$ cat src/rtl/fetch_sequencer.sv
// fetch_sequencer: instruction-fetch controller with a small prefetch queue.
// Generates word-aligned fetch addresses for a combinational program-memory
// read port and buffers the fetched words. Instructions go to decode over a
// valid/ready handshake. A branch redirect flushes the queue and restarts fetch.
// Optional feature macro: FETCH_DBG_PORT_EN adds a debug read port that
// time-shares the memory slot with the fetch side.
module fetch_sequencer #(
    parameter int          QUEUE_DEPTH = 2,
    parameter logic [31:0] RESET_PC    = 32'h0000_0000,
    parameter int          MEM_BYTES   = 100
) (
    input  logic        i_clk,
    input  logic        i_reset_n,
    output logic [31:0] o_mem_addr,
    input  logic [31:0] i_mem_data,
    output logic        o_instr_valid,
    input  logic        i_instr_ready,
    output logic [31:0] o_instr_code,
    output logic [31:0] o_instr_pc,
    input  logic        i_redirect,
    input  logic [31:0] i_redirect_pc,
    output logic        o_fetch_fault
`ifdef FETCH_DBG_PORT_EN
    ,
    input  logic        i_dbg_req,
    input  logic [31:0] i_dbg_addr,
    output logic        o_dbg_gnt,
    output logic        o_dbg_valid,
    output logic [31:0] o_dbg_data
`endif
);

    localparam int              PTR_W    = $clog2(QUEUE_DEPTH);
    localparam int              CNT_W    = PTR_W + 1;
    localparam logic [CNT_W-1:0] FULL_CNT = CNT_W'(QUEUE_DEPTH);
    // Highest PC whose whole word still lies inside program memory.
    localparam logic [31:0]     LAST_PC  = 32'(MEM_BYTES - 4);

    typedef enum logic [1:0] {
        ST_IDLE  = 2'd0,
        ST_FETCH = 2'd1,
        ST_HOLD  = 2'd2,
        ST_FAULT = 2'd3
    } state_t;

    state_t           r_state;
    state_t           w_state_nxt;
    logic [31:0]      r_fetch_pc;
    logic [31:0]      w_fetch_pc_nxt;

    logic [31:0]      r_q_pc   [QUEUE_DEPTH];
    logic [31:0]      r_q_code [QUEUE_DEPTH];
    logic [PTR_W-1:0] r_head;
    logic [PTR_W-1:0] r_tail;
    logic [CNT_W-1:0] r_count;

    logic             w_flush;
    logic             w_pop;
    logic             w_push;
    logic             w_space;
    logic             w_oor;
    logic             w_fetch_want;
    logic             w_dbg_gnt;

    // A redirect is ignored only during the post-reset IDLE cycle.
    assign w_flush = i_redirect && (r_state != ST_IDLE);
    // Decode takes the head; a redirect in the same cycle cancels the pop.
    assign w_pop   = (r_count != {CNT_W{1'b0}}) && i_instr_ready && !w_flush;
    // A full queue only accepts a new word when the head leaves this cycle.
    assign w_space = (r_count != FULL_CNT) || w_pop;
    assign w_oor   = (r_fetch_pc > LAST_PC);
    // Fetch side would push this cycle if it owned the memory slot.
    assign w_fetch_want = ((r_state == ST_FETCH) || (r_state == ST_HOLD)) &&
                          !w_oor && w_space && !w_flush;

`ifdef FETCH_DBG_PORT_EN
    logic        r_last_gnt;
    logic        r_dbg_valid;
    logic [31:0] r_dbg_data;

    // Debug wins the slot unless it had the previous one and fetch needs this one.
    assign w_dbg_gnt   = i_dbg_req && (!r_last_gnt || !w_fetch_want);
    assign o_mem_addr  = w_dbg_gnt ? i_dbg_addr : r_fetch_pc;
    assign o_dbg_gnt   = w_dbg_gnt;
    assign o_dbg_valid = r_dbg_valid;
    assign o_dbg_data  = r_dbg_data;

    // Debug read capture: data registered on the grant edge, valid for one cycle.
    always_ff @(posedge i_clk or negedge i_reset_n) begin
        if (!i_reset_n) begin
            r_last_gnt  <= 1'b0;
            r_dbg_valid <= 1'b0;
            r_dbg_data  <= 32'h0000_0000;
        end else begin
            r_last_gnt  <= w_dbg_gnt;
            r_dbg_valid <= w_dbg_gnt;
            if (w_dbg_gnt) begin
                r_dbg_data <= i_mem_data;
            end
        end
    end
`else
    assign w_dbg_gnt  = 1'b0;
    assign o_mem_addr = r_fetch_pc;
`endif

    // Next-state, push decision and next fetch PC; redirect overrides everything.
    always_comb begin
        w_state_nxt    = r_state;
        w_fetch_pc_nxt = r_fetch_pc;
        w_push         = 1'b0;
        case (r_state)
            ST_IDLE: begin
                w_state_nxt = ST_FETCH;
            end
            ST_FETCH, ST_HOLD: begin
                if (w_dbg_gnt) begin
                    // Slot lent to debug: fetch neither pushes nor advances.
                    w_state_nxt = r_state;
                end else if (w_oor) begin
                    w_state_nxt = ST_FAULT;
                end else if (w_space) begin
                    w_push         = 1'b1;
                    w_fetch_pc_nxt = r_fetch_pc + 32'd4;
                    w_state_nxt    = ST_FETCH;
                end else begin
                    w_state_nxt = ST_HOLD;
                end
            end
            ST_FAULT: begin
                w_state_nxt = ST_FAULT;
            end
            default: begin
                w_state_nxt = ST_IDLE;
            end
        endcase
        if (w_flush) begin
            w_push         = 1'b0;
            w_state_nxt    = ST_FETCH;
            w_fetch_pc_nxt = i_redirect_pc & 32'hFFFF_FFFC;
        end else begin
            w_push = w_push;
        end
    end

    // FSM state and fetch PC registers.
    always_ff @(posedge i_clk or negedge i_reset_n) begin
        if (!i_reset_n) begin
            r_state    <= ST_IDLE;
            r_fetch_pc <= RESET_PC;
        end else begin
            r_state    <= w_state_nxt;
            r_fetch_pc <= w_fetch_pc_nxt;
        end
    end

    // Prefetch queue storage, pointers and occupancy.
    always_ff @(posedge i_clk or negedge i_reset_n) begin
        if (!i_reset_n) begin
            for (int i = 0; i < QUEUE_DEPTH; i++) begin
                r_q_pc[i]   <= 32'h0000_0000;
                r_q_code[i] <= 32'h0000_0000;
            end
            r_head  <= {PTR_W{1'b0}};
            r_tail  <= {PTR_W{1'b0}};
            r_count <= {CNT_W{1'b0}};
        end else if (w_flush) begin
            r_head  <= {PTR_W{1'b0}};
            r_tail  <= {PTR_W{1'b0}};
            r_count <= {CNT_W{1'b0}};
        end else begin
            if (w_push) begin
                r_q_pc[r_tail]   <= r_fetch_pc;
                r_q_code[r_tail] <= i_mem_data;
                r_tail           <= r_tail + PTR_W'(1);
            end
            if (w_pop) begin
                r_head <= r_head + PTR_W'(1);
            end
            case ({w_push, w_pop})
                2'b10:   r_count <= r_count + CNT_W'(1);
                2'b01:   r_count <= r_count - CNT_W'(1);
                default: r_count <= r_count;
            endcase
        end
    end

    assign o_instr_valid = (r_count != {CNT_W{1'b0}});
    assign o_instr_code  = r_q_code[r_head];
    assign o_instr_pc    = r_q_pc[r_head];
    assign o_fetch_fault = (r_state == ST_FAULT) && (r_count == {CNT_W{1'b0}});

endmodule

$ cat config.mk
export PLATFORM = sky130hd
export DESIGN_NAME = fetch_sequencer
export DESIGN_NICKNAME = d
export VERILOG_FILES = /design/src/rtl/fetch_sequencer.sv
export SDC_FILE = /design/constraint.sdc
export NUM_CORES = 1
export LEC_CHECK = 0
export ABC_AREA = 1
export BUFFER_PORTS_ARGS = -buffer_cell sky130_fd_sc_hd__buf_4
export CAP_MARGIN = 20
export CELL_PAD_IN_SITES_DETAIL_PLACEMENT = 1
export CELL_PAD_IN_SITES_GLOBAL_PLACEMENT = 1
export CORE_AREA = 2 2 136 138
export DETAILED_ROUTE_END_ITERATION = 10
export DIE_AREA = 0 0 138 140
export PLACE_DENSITY_LB_ADDON = 0.1
export SKIP_CTS_REPAIR_TIMING = 1
export SLEW_MARGIN = 15
export SYNTH_ARGS = -nofsm -noshare
export SYNTH_HDL_FRONTEND = slang
export SYNTH_SLANG_ARGS = --single-unit
$ cat constraint.sdc
create_clock -name i_clk -period 4.8 [get_ports i_clk]
set_input_delay 0.24 -clock i_clk [delete_from_list [all_inputs] [get_ports i_clk]]
set_output_delay 0.24 -clock i_clk [all_outputs]
set_load 0.05 [all_outputs]
==> results.md, run 1 <==
Route:
- The aggregate routed wire length is 18,800 µm.
- For this block, the initial DRC count from the detailed router was 293.
- The final routed wire length divided by cell count is 14.8 µm.
- The first detailed-routing pass ran for 4 iterations.
- After detailed routing, the number of remaining DRC violations is 0.
- Once detail routing completed, the nets flagged for antenna violations numbered 0.
- The average via count per standard cell is 4.63.
- The routed layout has 5,877 vias.

STA:
- The clock arrives with 10.8 ps of skew.
- The count of endpoints failing hold in the final timing report is 0.
- The post-route setup TNS is 0 ps.
- Setup repair after global routing left no endpoint under its margin.
- The share of the clock period used by the worst path is 0.607.
- The worst relative slew slack is 0.369.
- The routed design could run at a clock period as short as 2910 ps.
- Based on the critical path, the design can be clocked at up to 0.343 GHz.
- Setup violations remaining at the end of the flow were counted as 0.
- The number of max-slew violations in the final report is 0.
- Hold is met by 6.26 ps.
- The slew of the pin with the lowest slew margin is 946 ps.

Floorplanning:
- For this configuration, the core starts out at a cell density of 0.396.
- The number of core rows is 49.
- 166 I/O pins were placed.
- The total area inside the core boundary comes to 0.0178 mm².
- The area of the die is 0.0193 mm².
- The die width is 138 µm.
- The die span in y is 140 µm.

Power:
- The power density of the placed cells is 472 mW/mm².
- Summed over all cells, the static leakage comes to 5.10 nW.
- The total power draw is 4.21 mW.
- The maximum resistive drop on vdd is 0.000313 V.

Yosys:
- Yosys printed 0 warnings.
- Of the total synthesized cell area, the portion taken by full adders, half adders and majority gates is 0.00710.
- The xor and xnor fraction of the mapped netlist area is 0.00497.
- The fraction of the mapped netlist area in compound gates is 0.0389.
- The post-synth design cell area is 0.00705 mm².
- Yosys mapped the design onto 26 distinct sky130hd cell types.
- The number of enable flip-flop cells after synthesis is 0.
- The share of synthesized registers carrying an async set or reset is 1.00.
- Of the total synthesized cell area, the portion taken by AND, OR, NAND and NOR gates is 0.287.
- Among all flip-flop cells after synthesis, the most frequent one is dfrtp_1.
- After synthesis, the largest family of logic cells by area is simple AND/OR/NAND/NOR gates.
- The number of register bits inferred by synthesis is 160.
- The instance count of the mapped netlist is 882.
- The multiplexer fraction of the synthesized cell area is 0.00426.
- The proportion of synthesized chip area in sequential cells is 0.568.
- In this run the mean area of a mapped cell was 7.99 µm².

Setup path:
- By instance count, the cell type seen most on the critical path is nand2_1.
- The critical path required time is 5100 ps.
- Of all nets on the critical path, the largest fanout is 42.
- In this run the critical register-to-register path is captured at r_q_pc[23].
- For this run, the slowest stage of the critical path takes 450 ps.
- Data on the critical path arrives at its endpoint at 3210 ps.
- The slowest stage cell on the critical path is dfrtp_1.
- The worst reg-to-reg setup slack is 1890 ps.
- The kind of launch point of the worst setup path is a register.
- STA classifies the critical path endpoint as a register.
- The worst register-to-register path begins at o_mem_addr[2].
- The setup path with the least slack is of type reg2reg.
- The signal on the critical path passes through inv_1 -> ha_1 -> nand2_1 -> nand2_1 -> nand2_1 -> nor2_2 -> nand4_4 -> nor2_4 -> buf_4 -> nand2_1 -> buf_4 -> inv_2 -> nor2_1.
- The worst register-to-register path has a depth of 13.

Clock tree:
- The clock network latency to the later pin of the worst-skew pair is 430 ps.
- The clock drives 160 sinks.
- Counting the buffers created by CTS gives 17.
- Clock tree synthesis selected as its root buffer the cell clkbuf_16.
- The clock tree from TritonCTS is built.
- No sink is reached through more buffers than the 2 on the longest clock path.
- The H-tree depth reported by CTS is 4.
- Clock-pin slew was measured on the worst setup and hold paths at 70 ps.

Status:
- The run finished with clean final reports.

Min path:
- The worst hold path passes through 3 cells.
- The path class of the tightest hold or removal check is in2reg.
- The source of the worst hold timing path is i_redirect_pc[26].
- The hold path endpoint is o_mem_addr[26].

Cells and area:
- The fraction of final layout cells with drive strength greater than 1 is 0.206.
- The post-layout utilization of the core is 0.502.
- The number of antenna diodes in the final layout is 0.
- In the final layout, the multi-input gates occupy 0.00243 mm².
- The growth of design area from synthesis to finish is 26.7%.
- Leaving out fill and tap cells, the most frequent cells in the layout are 391 x nand2_1, 169 x buf_4, 159 x dfrtp_1, 94 x inv_1, 61 x nor2_1.
- In the final layout, flip-flops and latches occupy 0.00401 mm².
- Leaving out fill and tap cells, the most frequent cell in the layout is nand2_1.
- The final cell count without fillers is 1,270.
- The layout net count is 1,100.
- Fill cells in the final layout number 2,201.

Placement:
- The final HPWL from detailed placement is 11,900 µm.
- The post-placement cell count is 1,237.
- Routability-driven placement finished with a final weighted congestion of 0.780.
- The number of I/O port buffers is 159.

Global routing:
- The remaining global-route overflow is 0.
- The number of antenna violations at the first check in global routing is 0.
- The pin count of the biggest net entering global routing is 88.
- The total routing usage reported by global routing is 0.201.
- The number of global-route vias before repair is 6,178.
- The first-pass GRT wire length is 31,400 µm.

Run:
- Across the run, the number of max-cap violations was 0.
## where the power goes
part | total [mW] | switching (mW) | internal, mW
Sequential | 1.51 | 0.0780 | 1.43
Combinational | 1.44 | 1.06 | 0.382
Clock | 1.26 | 0.579 | 0.685
Total | 4.21 | 1.71 | 2.50
## logic make-up after synthesis
| logic type | after synthesis |
|---|---|
| other cells | 1 |
| compound gates | 54 |
| mux | 3 |
| fa+ha+maj | 4 |
| xor+xnor | 4 |
| flops | 160 |
| simple gates | 510 |
| buf+inv | 146 |
## worst max path at each step
| stage | startpoint | to | slack [ps] |
|---|---|---|---|
| after floorplan | o_mem_addr[2] | r_q_pc[4] | 2730 |
| after global placement | o_mem_addr[2] | r_q_pc[28] | 1900 |
| after detailed placement | o_mem_addr[2] | r_q_pc[19] | 1870 |
| after CTS | o_mem_addr[2] | r_q_pc[19] | 1840 |
| after global routing | r_state[0] | r_q_pc[8] | 1630 |
| final | o_mem_addr[2] | r_q_pc[23] | 1890 |
## sequential cells by signal, summed over array words and instances, names as in the netlist
name        flops
r_q_pc         60
r_q_code       64
o_mem_addr     30
r_count         2
r_tail          1
r_head          1
r_state         2
## synthesized netlist by cell type, types with 2 or more instances
master    count  area share
buf_2         8      0.0057
mux2i_1       3      0.0043
buf_4         6      0.0064
clkbuf_1     26       0.014
nor2_2        2      0.0018
dfrtp_1     160        0.57
inv_2         4      0.0021
xor2_1        4      0.0050
inv_1        94       0.050
nand4_1       2      0.0018
nand3_2       2      0.0028
nand2_1     391        0.21
o21ai_0      50       0.036
a21oi_1       3      0.0021
nand3_1      47       0.033
nor3_1        2      0.0014
buf_6         6      0.0096
nor2_1       61       0.032
ha_1          4      0.0071
## metal layers
metal  vias to the layer above  global-route usage  share of wire
li1                       2929                   -              -
met1                      2826               0.268           0.48
met2                       103               0.341           0.48
met3                        19              0.0342          0.031
met4                         0              0.0553          0.013
met5                         -                   0              0
## layout make-up
class                           count  share of cell area
Clock buffer                       19              0.0496
Multi-Input combinational cell    579               0.272
Inverter                           99              0.0416
Timing Repair Buffer              171               0.144
Tap cell                          229              0.0321
Sequential cell                   160               0.449
Clock inverter                     13              0.0116
## metrics by stage
step                setup WS [ps]  area [µm²]
global placement             1900        8370
finish                       1890        8930
detailed placement           1870        8370
global route                 1630        8930
CTS                          1840        8920
floorplan                    2730        7060
## worst max-delay path, delay by kind of cell (launching register included)
family	cells	cell delay, ps
simple gates	8	880
flops	1	450
buf+inv	4	1280
fa+ha+maj	1	160
Note: power is estimated with default switching activity, not from simulation.
==> run 2, diff against run 1 <==
- CORE_AREA: 2 2 136 138 -> 2 2 145 147
- DIE_AREA: 0 0 138 140 -> 0 0 147 149
- clock period: 4.8 -> 2.6 ns (I/O delays scaled with it)
==> results.md, run 2 (synthesis results as in run 1) <==
STA:
- The share of the clock period used by the worst path is 0.835 (+0.228).
- The final setup violation count is 0 (unchanged).
- The slew of the pin with the lowest slew margin is 513 ps (-433 ps).
- The number of max-slew violations in the final report came to 0 (unchanged).
- The post-route setup TNS came to 0 ps (unchanged).
- The count of endpoints failing hold in the final timing report is 0 (unchanged).
- The worst clock skew on the final layout is 12.3 ps (+1.49 ps).
- Setup repair after global routing left no endpoint under its margin.
- The worst relative slew slack was 0.658 (+0.289).
- The highest achievable clock rate is 0.461 GHz (+34%).
- The clock period minus final worst setup slack is 2170 ps (-744 ps).

Setup path:
- The endpoint type of the worst setup path is a register.
- The worst reg-to-reg setup slack is 430 ps (-1460 ps).
- The data arrival time of the critical path is 2460 ps (-750 ps).
- The critical path class is reg2reg.
- The critical path required time was 2890 ps (-2210 ps).
- The depth of the worst register-to-register path is 11 (-2).
- The worst flop-to-flop path endpoint is r_q_pc[28].
- Among the stages of the critical path, the cell type that occurs most often is nand2_1.
- The first element of the critical path is o_mem_addr[2].
- The worst flop-to-flop path startpoint is o_mem_addr[2].
- The delay of the slowest cell on the worst path was 440 ps (about the same).
- The largest individual stage delay along the critical path comes from the cell dfrtp_1.
- The worst setup path is launched from a register.
- The largest driver fanout on the critical path is 25 (-40%).
- Traced cell by cell, the critical path runs through inv_1 -> ha_1 -> nand2_1 -> nand2_1 -> nand2_1 -> nor2_2 -> nand4_4 -> nor2_4 -> nand2_1 -> inv_2 -> nor2_1.

Clock tree:
- The root buffer cell chosen for the clock tree is clkbuf_16.
- TritonCTS built the clock tree.
- The clock network latency to the later pin of the worst-skew pair is 430 ps (about the same).
- The number of buffers created by CTS is 17 (unchanged).
- The H-tree depth reported by CTS is 4 (unchanged).
- The CTS sink count is 160 (unchanged).
- The deepest clock path buffer count is 2 (unchanged).
- The clock transition time at the flip-flop clock pins of the worst setup and hold paths is 60 ps (about the same).

Min path:
- The source of the worst hold timing path is i_redirect_pc[3].
- The type of the most critical hold path is in2reg.
- The hold path endpoint is o_mem_addr[3].
- The worst hold path stage count is 5 (+2).

Placement:
- The placed cell area is 0.00852 mm² (+1.8%).
- The post-placement cell count is 1,287 (+4.0%).
- The final HPWL from detailed placement is 12,400 µm (+4.7%).
- The number of I/O port buffers came to 159 (unchanged).
- The global placement routability congestion is 0.780 (about the same).

Floorplanning:
- The area of the die is 0.0219 mm² (+13%).
- The initial core utilization is 0.343 (-0.0536).
- The number of top-level pins was 166 (unchanged).
- The die span in y is 149 µm (+6.4%).
- The number of core rows came to 53 (+8.2%).
- The die width was 147 µm (+6.5%).
- The core region area was 0.0206 mm² (+16%).

Route:
- The number of design rule violations left after detail routing was 0 (unchanged).
- The iteration count of the initial detailed-routing pass was 4 (unchanged).
- The average via count per standard cell is 4.45 (-3.9%).
- The aggregate routed wire length is 19,800 µm (+5.3%).
- The count of vias placed by the detailed router was 6,135 (+4.4%).
- The final routed wire length divided by cell count is 14.4 µm (-3.0%).
- The remaining antenna violation count after routing is 0 (unchanged).
- The violation count after the first detailed-route iteration is 207 (-29%).

Power:
- The leakage component of the power is 5.42 nW (+6.2%).
- The maximum resistive drop on vdd is 0.000539 V (+72%).
- The power density of the placed cells is 834 mW/mm² (+77%).

Cells and area:
- The layout net count is 1,165 (+5.9%).
- The top register by number of flip-flops is r_q_code.
- The fraction of final layout cells with drive strength greater than 1 was 0.197 (-0.00901).
- Leaving out fill and tap cells, the most frequent cells in the layout are 391 x nand2_1, 168 x buf_4, 159 x dfrtp_1, 94 x inv_1, 62 x dlygate4sd3_1.
- The flip-flop count of the largest register, all copies and words added is 64 (unchanged).
- The growth of design area from synthesis to finish is 38.2%.
- The number of antenna repair diodes is 0 (unchanged).
- The final cell count without fillers was 1,379 (+8.6%).
- Leaving out fill and tap cells, the most frequent cell in the layout is nand2_1.
- The final standard cell area without fillers is 0.00974 mm² (+9.1%).

Run:
- The max-cap check violation count is 0 (unchanged).

Global routing:
- The total routing usage reported by global routing is 0.181 (-0.0204).
- The first-pass GRT wire length came to 31,100 µm (-0.92%).
- The number of global-route vias before repair is 6,074 (-1.7%).
- The number of antenna violations at the first check in global routing is 0 (unchanged).
- The pin count of the biggest net entering global routing is 59 (-33%).
- The remaining global-route overflow is 0 (unchanged).

Status:
- The run finished with clean final reports.
[run 2: cell count changes in the layout (fill, tap and decap cells not counted)]
cell | previous run | this run
inv_6 | 4 | 2
buf_12 | 0 | 5
buf_4 | 169 | 168
dlygate4sd3_1 | 1 | 62
bufinv_16 | 0 | 3
inv_8 | 1 | 0
clkinv_2 | 3 | 2
clkbuf_1 | 1 | 0
[run 2: cell type report]
class                      count  area (µm²)
multi-input combinational    579        2430
inverter                      99         372
tap                          275         344
fill                        2480       10800
sequential                   160        4010
clock inverter                12         160
timing repair buffer         236        1990
clock buffer                  18         439
[run 2: power by group]
part / internal [mW] / switching [mW] / total [mW] / leakage, nW
Combinational: 0.790 / 1.96 / 2.75 / 3.23
Clock: 1.53 / 1.03 / 2.56 / 0.293
Sequential: 2.65 / 0.169 / 2.82 / 1.90
[run 2: per-stage QoR]
stage	hold slack, ps	utilization	setup WS [ps]	power, mW
global route	29.4	0.474	204	8.55
CTS	-351	0.444	375	8.18
detailed placement	111	0.415	389	5.57
floorplan	-166	-	527	4.60
global placement	114	0.415	445	5.56
finish	17.0	0.474	430	8.12
[run 2: worst max-delay path by stage]
stage	endpoint	slack, ps	cells past startpoint
2_1_floorplan	r_q_pc[4]	530	13
3_3_place_gp	r_q_pc[17]	450	11
3_5_place_dp	r_q_pc[22]	390	11
4_1_cts	r_q_pc[22]	380	11
5_1_grt	r_q_pc[31]	200	10
6_report	r_q_pc[28]	430	11
[run 2: worst max-delay path, delay by kind of cell, from the launching register on]
family	cells	cell delay, ps
adder cells (fa/ha/maj)	1	150
buffers and inverters	2	500
flip-flops	1	440
AND/OR/NAND/NOR	8	940
[run 2: layer usage]
metal,up-vias,share of wire,global-route usage
met5,-,0,0
met4,0,0.010,0.0519
met3,12,0.031,0.0324
met2,102,0.50,0.306
met1,2963,0.46,0.239
li1,3058,-,-
==> run 3, diff against run 2 <==
- clock period: 2.6 -> 1.7 ns (I/O delays scaled with it)
==> results.md, run 3 (synthesis results as in run 1) <==
Min path:
- The worst hold path stage count is 5 (unchanged).
- The type of the most critical hold path is in2reg.

Placement:
- The number of I/O port buffers is 159 (unchanged).
- The global placement routability congestion came to 0.728 (-6.7%).
- The final HPWL from detailed placement is 13,200 µm (+6.6%).

STA:
- The share of the clock period used by the worst path is 1.11 (+0.275).
- The final setup violation count is 133 (+133).
- The count of endpoints failing hold in the final timing report came to 1 (+1).
- The worst hold slack is -37.6 ps (-54.6 ps).
- The clock period minus final worst setup slack was 1890 ps (-283 ps).
- The setup slack of the critical path after layout is -187 ps (-617 ps).
- The worst clock skew on the final layout came to 12.9 ps (+0.587 ps).
- Setup repair after global routing could not meet its margin everywhere.
- The number of max-slew violations in the final report was 0 (unchanged).
- The highest achievable clock rate came to 0.530 GHz (+15%).

Run:
- The max-cap check violation count is 0 (unchanged).

Setup path:
- The signal on the critical path passes through inv_2 -> ha_4 -> nand2_2 -> nand2_2 -> nand2_2 -> nor2_4 -> nand3_2 -> nor2_4 -> nand3_4 -> clkinv_8 -> buf_12 -> nand2_4 -> nand2_2.
- The delay of the slowest cell on the worst path is 410 ps (-30 ps).
- The slowest stage of the critical path belongs to the cell dfrtp_2.
- The critical path is of the reg2reg type.
- The data arrival time of the critical path is 2250 ps (-210 ps).
- The critical path required time is 2060 ps (-830 ps).
- The cell repeated most along the worst path is nand2_2.
- The worst setup path is captured at a register.
- The largest driver fanout on the critical path was 8 (-68%).
- The kind of launch point of the worst setup path is a register.
- The depth of the worst register-to-register path is 13 (+2).

Power:
- The power density of the placed cells was 1210 mW/mm² (+46%).
- The sequential power share is 0.315 (-0.032).
- The maximum resistive drop on vdd is 0.000759 V (+41%).
- The cell-internal power is 8.01 mW (+61%).
- The combinational group share of total power is 0.414 (+0.076).
- The leakage component of the power is 6.00 nW (+11%).
- The switching power share of the total is 0.401 (+0.0128).
- The portion of total power attributed to the clock network is 0.271 (-0.044).
- The net switching power was 5.37 mW (+70%).

Floorplanning:
- The initial core utilization came to 0.343 (unchanged).
- The core region area is 0.0206 mm² (unchanged).
- The number of top-level pins is 166 (unchanged).
- The die width is 147 µm (unchanged).
- The number of core rows is 53 (unchanged).
- The die span in y is 149 µm (unchanged).
- The area of the die is 0.0219 mm² (unchanged).

Global routing:
- The pin count of the biggest net entering global routing is 70 (+19%).
- The number of global-route vias before repair is 6,227 (+2.5%).
- The total routing usage reported by global routing is 0.186 (+0.00516).
- The number of antenna violations at the first check in global routing was 0 (unchanged).
- The remaining global-route overflow is 0 (unchanged).
- The first-pass GRT wire length came to 32,100 µm (+3.0%).

Cells and area:
- The post-layout utilization of the core is 0.536 (+0.0620).
- The fraction of final layout cells with drive strength greater than 1 is 0.335 (+0.139).
- The most common cell after layout, fill and taps aside is nand2_1.
- The growth of design area from synthesis to finish is 56.3%.
- The layout net count was 1,234 (+5.9%).
- In the layout the commonest cells are 346 x nand2_1, 194 x buf_4, 142 x dfrtp_1, 89 x inv_1, 62 x dlygate4sd3_1.
- The number of antenna repair diodes is 0 (unchanged).
- Counting flops per register, the top entry is r_q_code.
- The flip-flop count of the largest register, all copies and words added is 64 (unchanged).

Route:
- The aggregate routed wire length came to 22,600 µm (+14%).
- The count of vias placed by the detailed router was 6,528 (+6.4%).
- The routed wire length on met3 was 608 µm (+0.16%).
- The routed length on met1 came to 10,200 µm (+11%).
- The met2 wirelength from detailed routing is 11,600 µm (+18%).
- The final routed wire length divided by cell count came to 15.6 µm (+8.6%).
- The highest metal layer with signal wires is met4.
- The number of design rule violations left after detail routing is 0 (unchanged).
- The violation count after the first detailed-route iteration is 158 (-24%).
- The iteration count of the initial detailed-routing pass is 4 (unchanged).
- The average via count per standard cell came to 4.50 (+1.2%).
- The remaining antenna violation count after routing is 0 (unchanged).

Clock tree:
- The CTS sink count came to 160 (unchanged).
- The clock root buffer is clkbuf_16.
- The H-tree depth reported by CTS is 4 (unchanged).
- The clock tree from TritonCTS is built.
- The deepest clock path buffer count was 2 (unchanged).
- The clock network latency to the later pin of the worst-skew pair is 430 ps (about the same).
- The number of buffers created by CTS was 17 (unchanged).
- The clock transition time at the flip-flop clock pins of the worst setup and hold paths is 70 ps (about the same).

Status:
- The checks that failed: hold timing, setup timing.
- The run finished, with violations left.
==> run 3: cell types whose count changed in the layout (fill, tap and decap cells not counted), sizes merged <==
cell      change
inv           +1
buf          +61
clkbuf        +9
bufinv        -3
clkinv        -2
clkinvlp      +5
==> run 3: area by class of cell <==
| cell class | instances | area [µm²] |
|---|---|---|
| Fill cell | 2444 | 9540 |
| Multi-Input combinational cell | 579 | 2840 |
| Clock inverter | 13 | 104 |
| Inverter | 99 | 397 |
| Timing Repair Buffer | 305 | 2860 |
| Clock buffer | 19 | 443 |
| Tap cell | 275 | 344 |
| Sequential cell | 160 | 4030 |
==> run 3: path summary, 6_finish.rpt <==
kind	start	endpoint	slack, ps
max	o_mem_addr[3]	r_q_code[39]	-190
min reg2reg	r_q_code[17]	r_q_code[17]	470
min in group asynchronous	i_reset_n	r_q_pc[53]	160
min	i_redirect_pc[3]	o_mem_addr[3]	-40
max in group asynchronous	i_reset_n	r_q_code[13]	870
max reg2reg	o_mem_addr[3]	r_q_code[39]	-190
==> run 3: through the flow <==
step / instance area, µm² / power (mW) / cells / setup TNS (ps) / setup WS, ps
after floorplan: 7140 / 7.09 / 885 / -18100 / -170
after global placement: 8980 / 8.92 / 1338 / -7260 / -93.8
after detailed placement: 8980 / 8.95 / 1338 / -10650 / -126
after CTS: 9520 / 12.6 / 1370 / -13430 / -148
after global routing: 11000 / 14.0 / 1450 / -31660 / -296
final: 11000 / 13.4 / 1450 / -17260 / -187
==> run 3: per-layer routing <==
metal / GRT usage / vias to the layer above
met2: 0.321 / 108
met4: 0.0404 / 0
li1: - / 3217
met5: 0 / -
met3: 0.0312 / 16
met1: 0.247 / 3187
==> run 3: worst max-delay path: cells and delay by family (launching register included) <==
family	cells	cell delay, ps
buf+inv	3	400
flops	1	410
fa+ha+maj	1	130
simple gates	9	880
==> run 3: power by group through the flow <==
| stage | combinational (mW) | sequential (mW) | clock (mW) |
|---|---|---|---|
| 4_1_cts | 4.69 | 4.21 | 3.71 |
| 3_3_place_gp | 4.65 | 4.27 | 0 |
| 5_1_grt | 5.90 | 4.25 | 3.86 |
| 3_5_place_dp | 4.67 | 4.28 | 0 |
| 6_report | 5.54 | 4.21 | 3.62 |
| 2_1_floorplan | 2.09 | 5.00 | 0 |
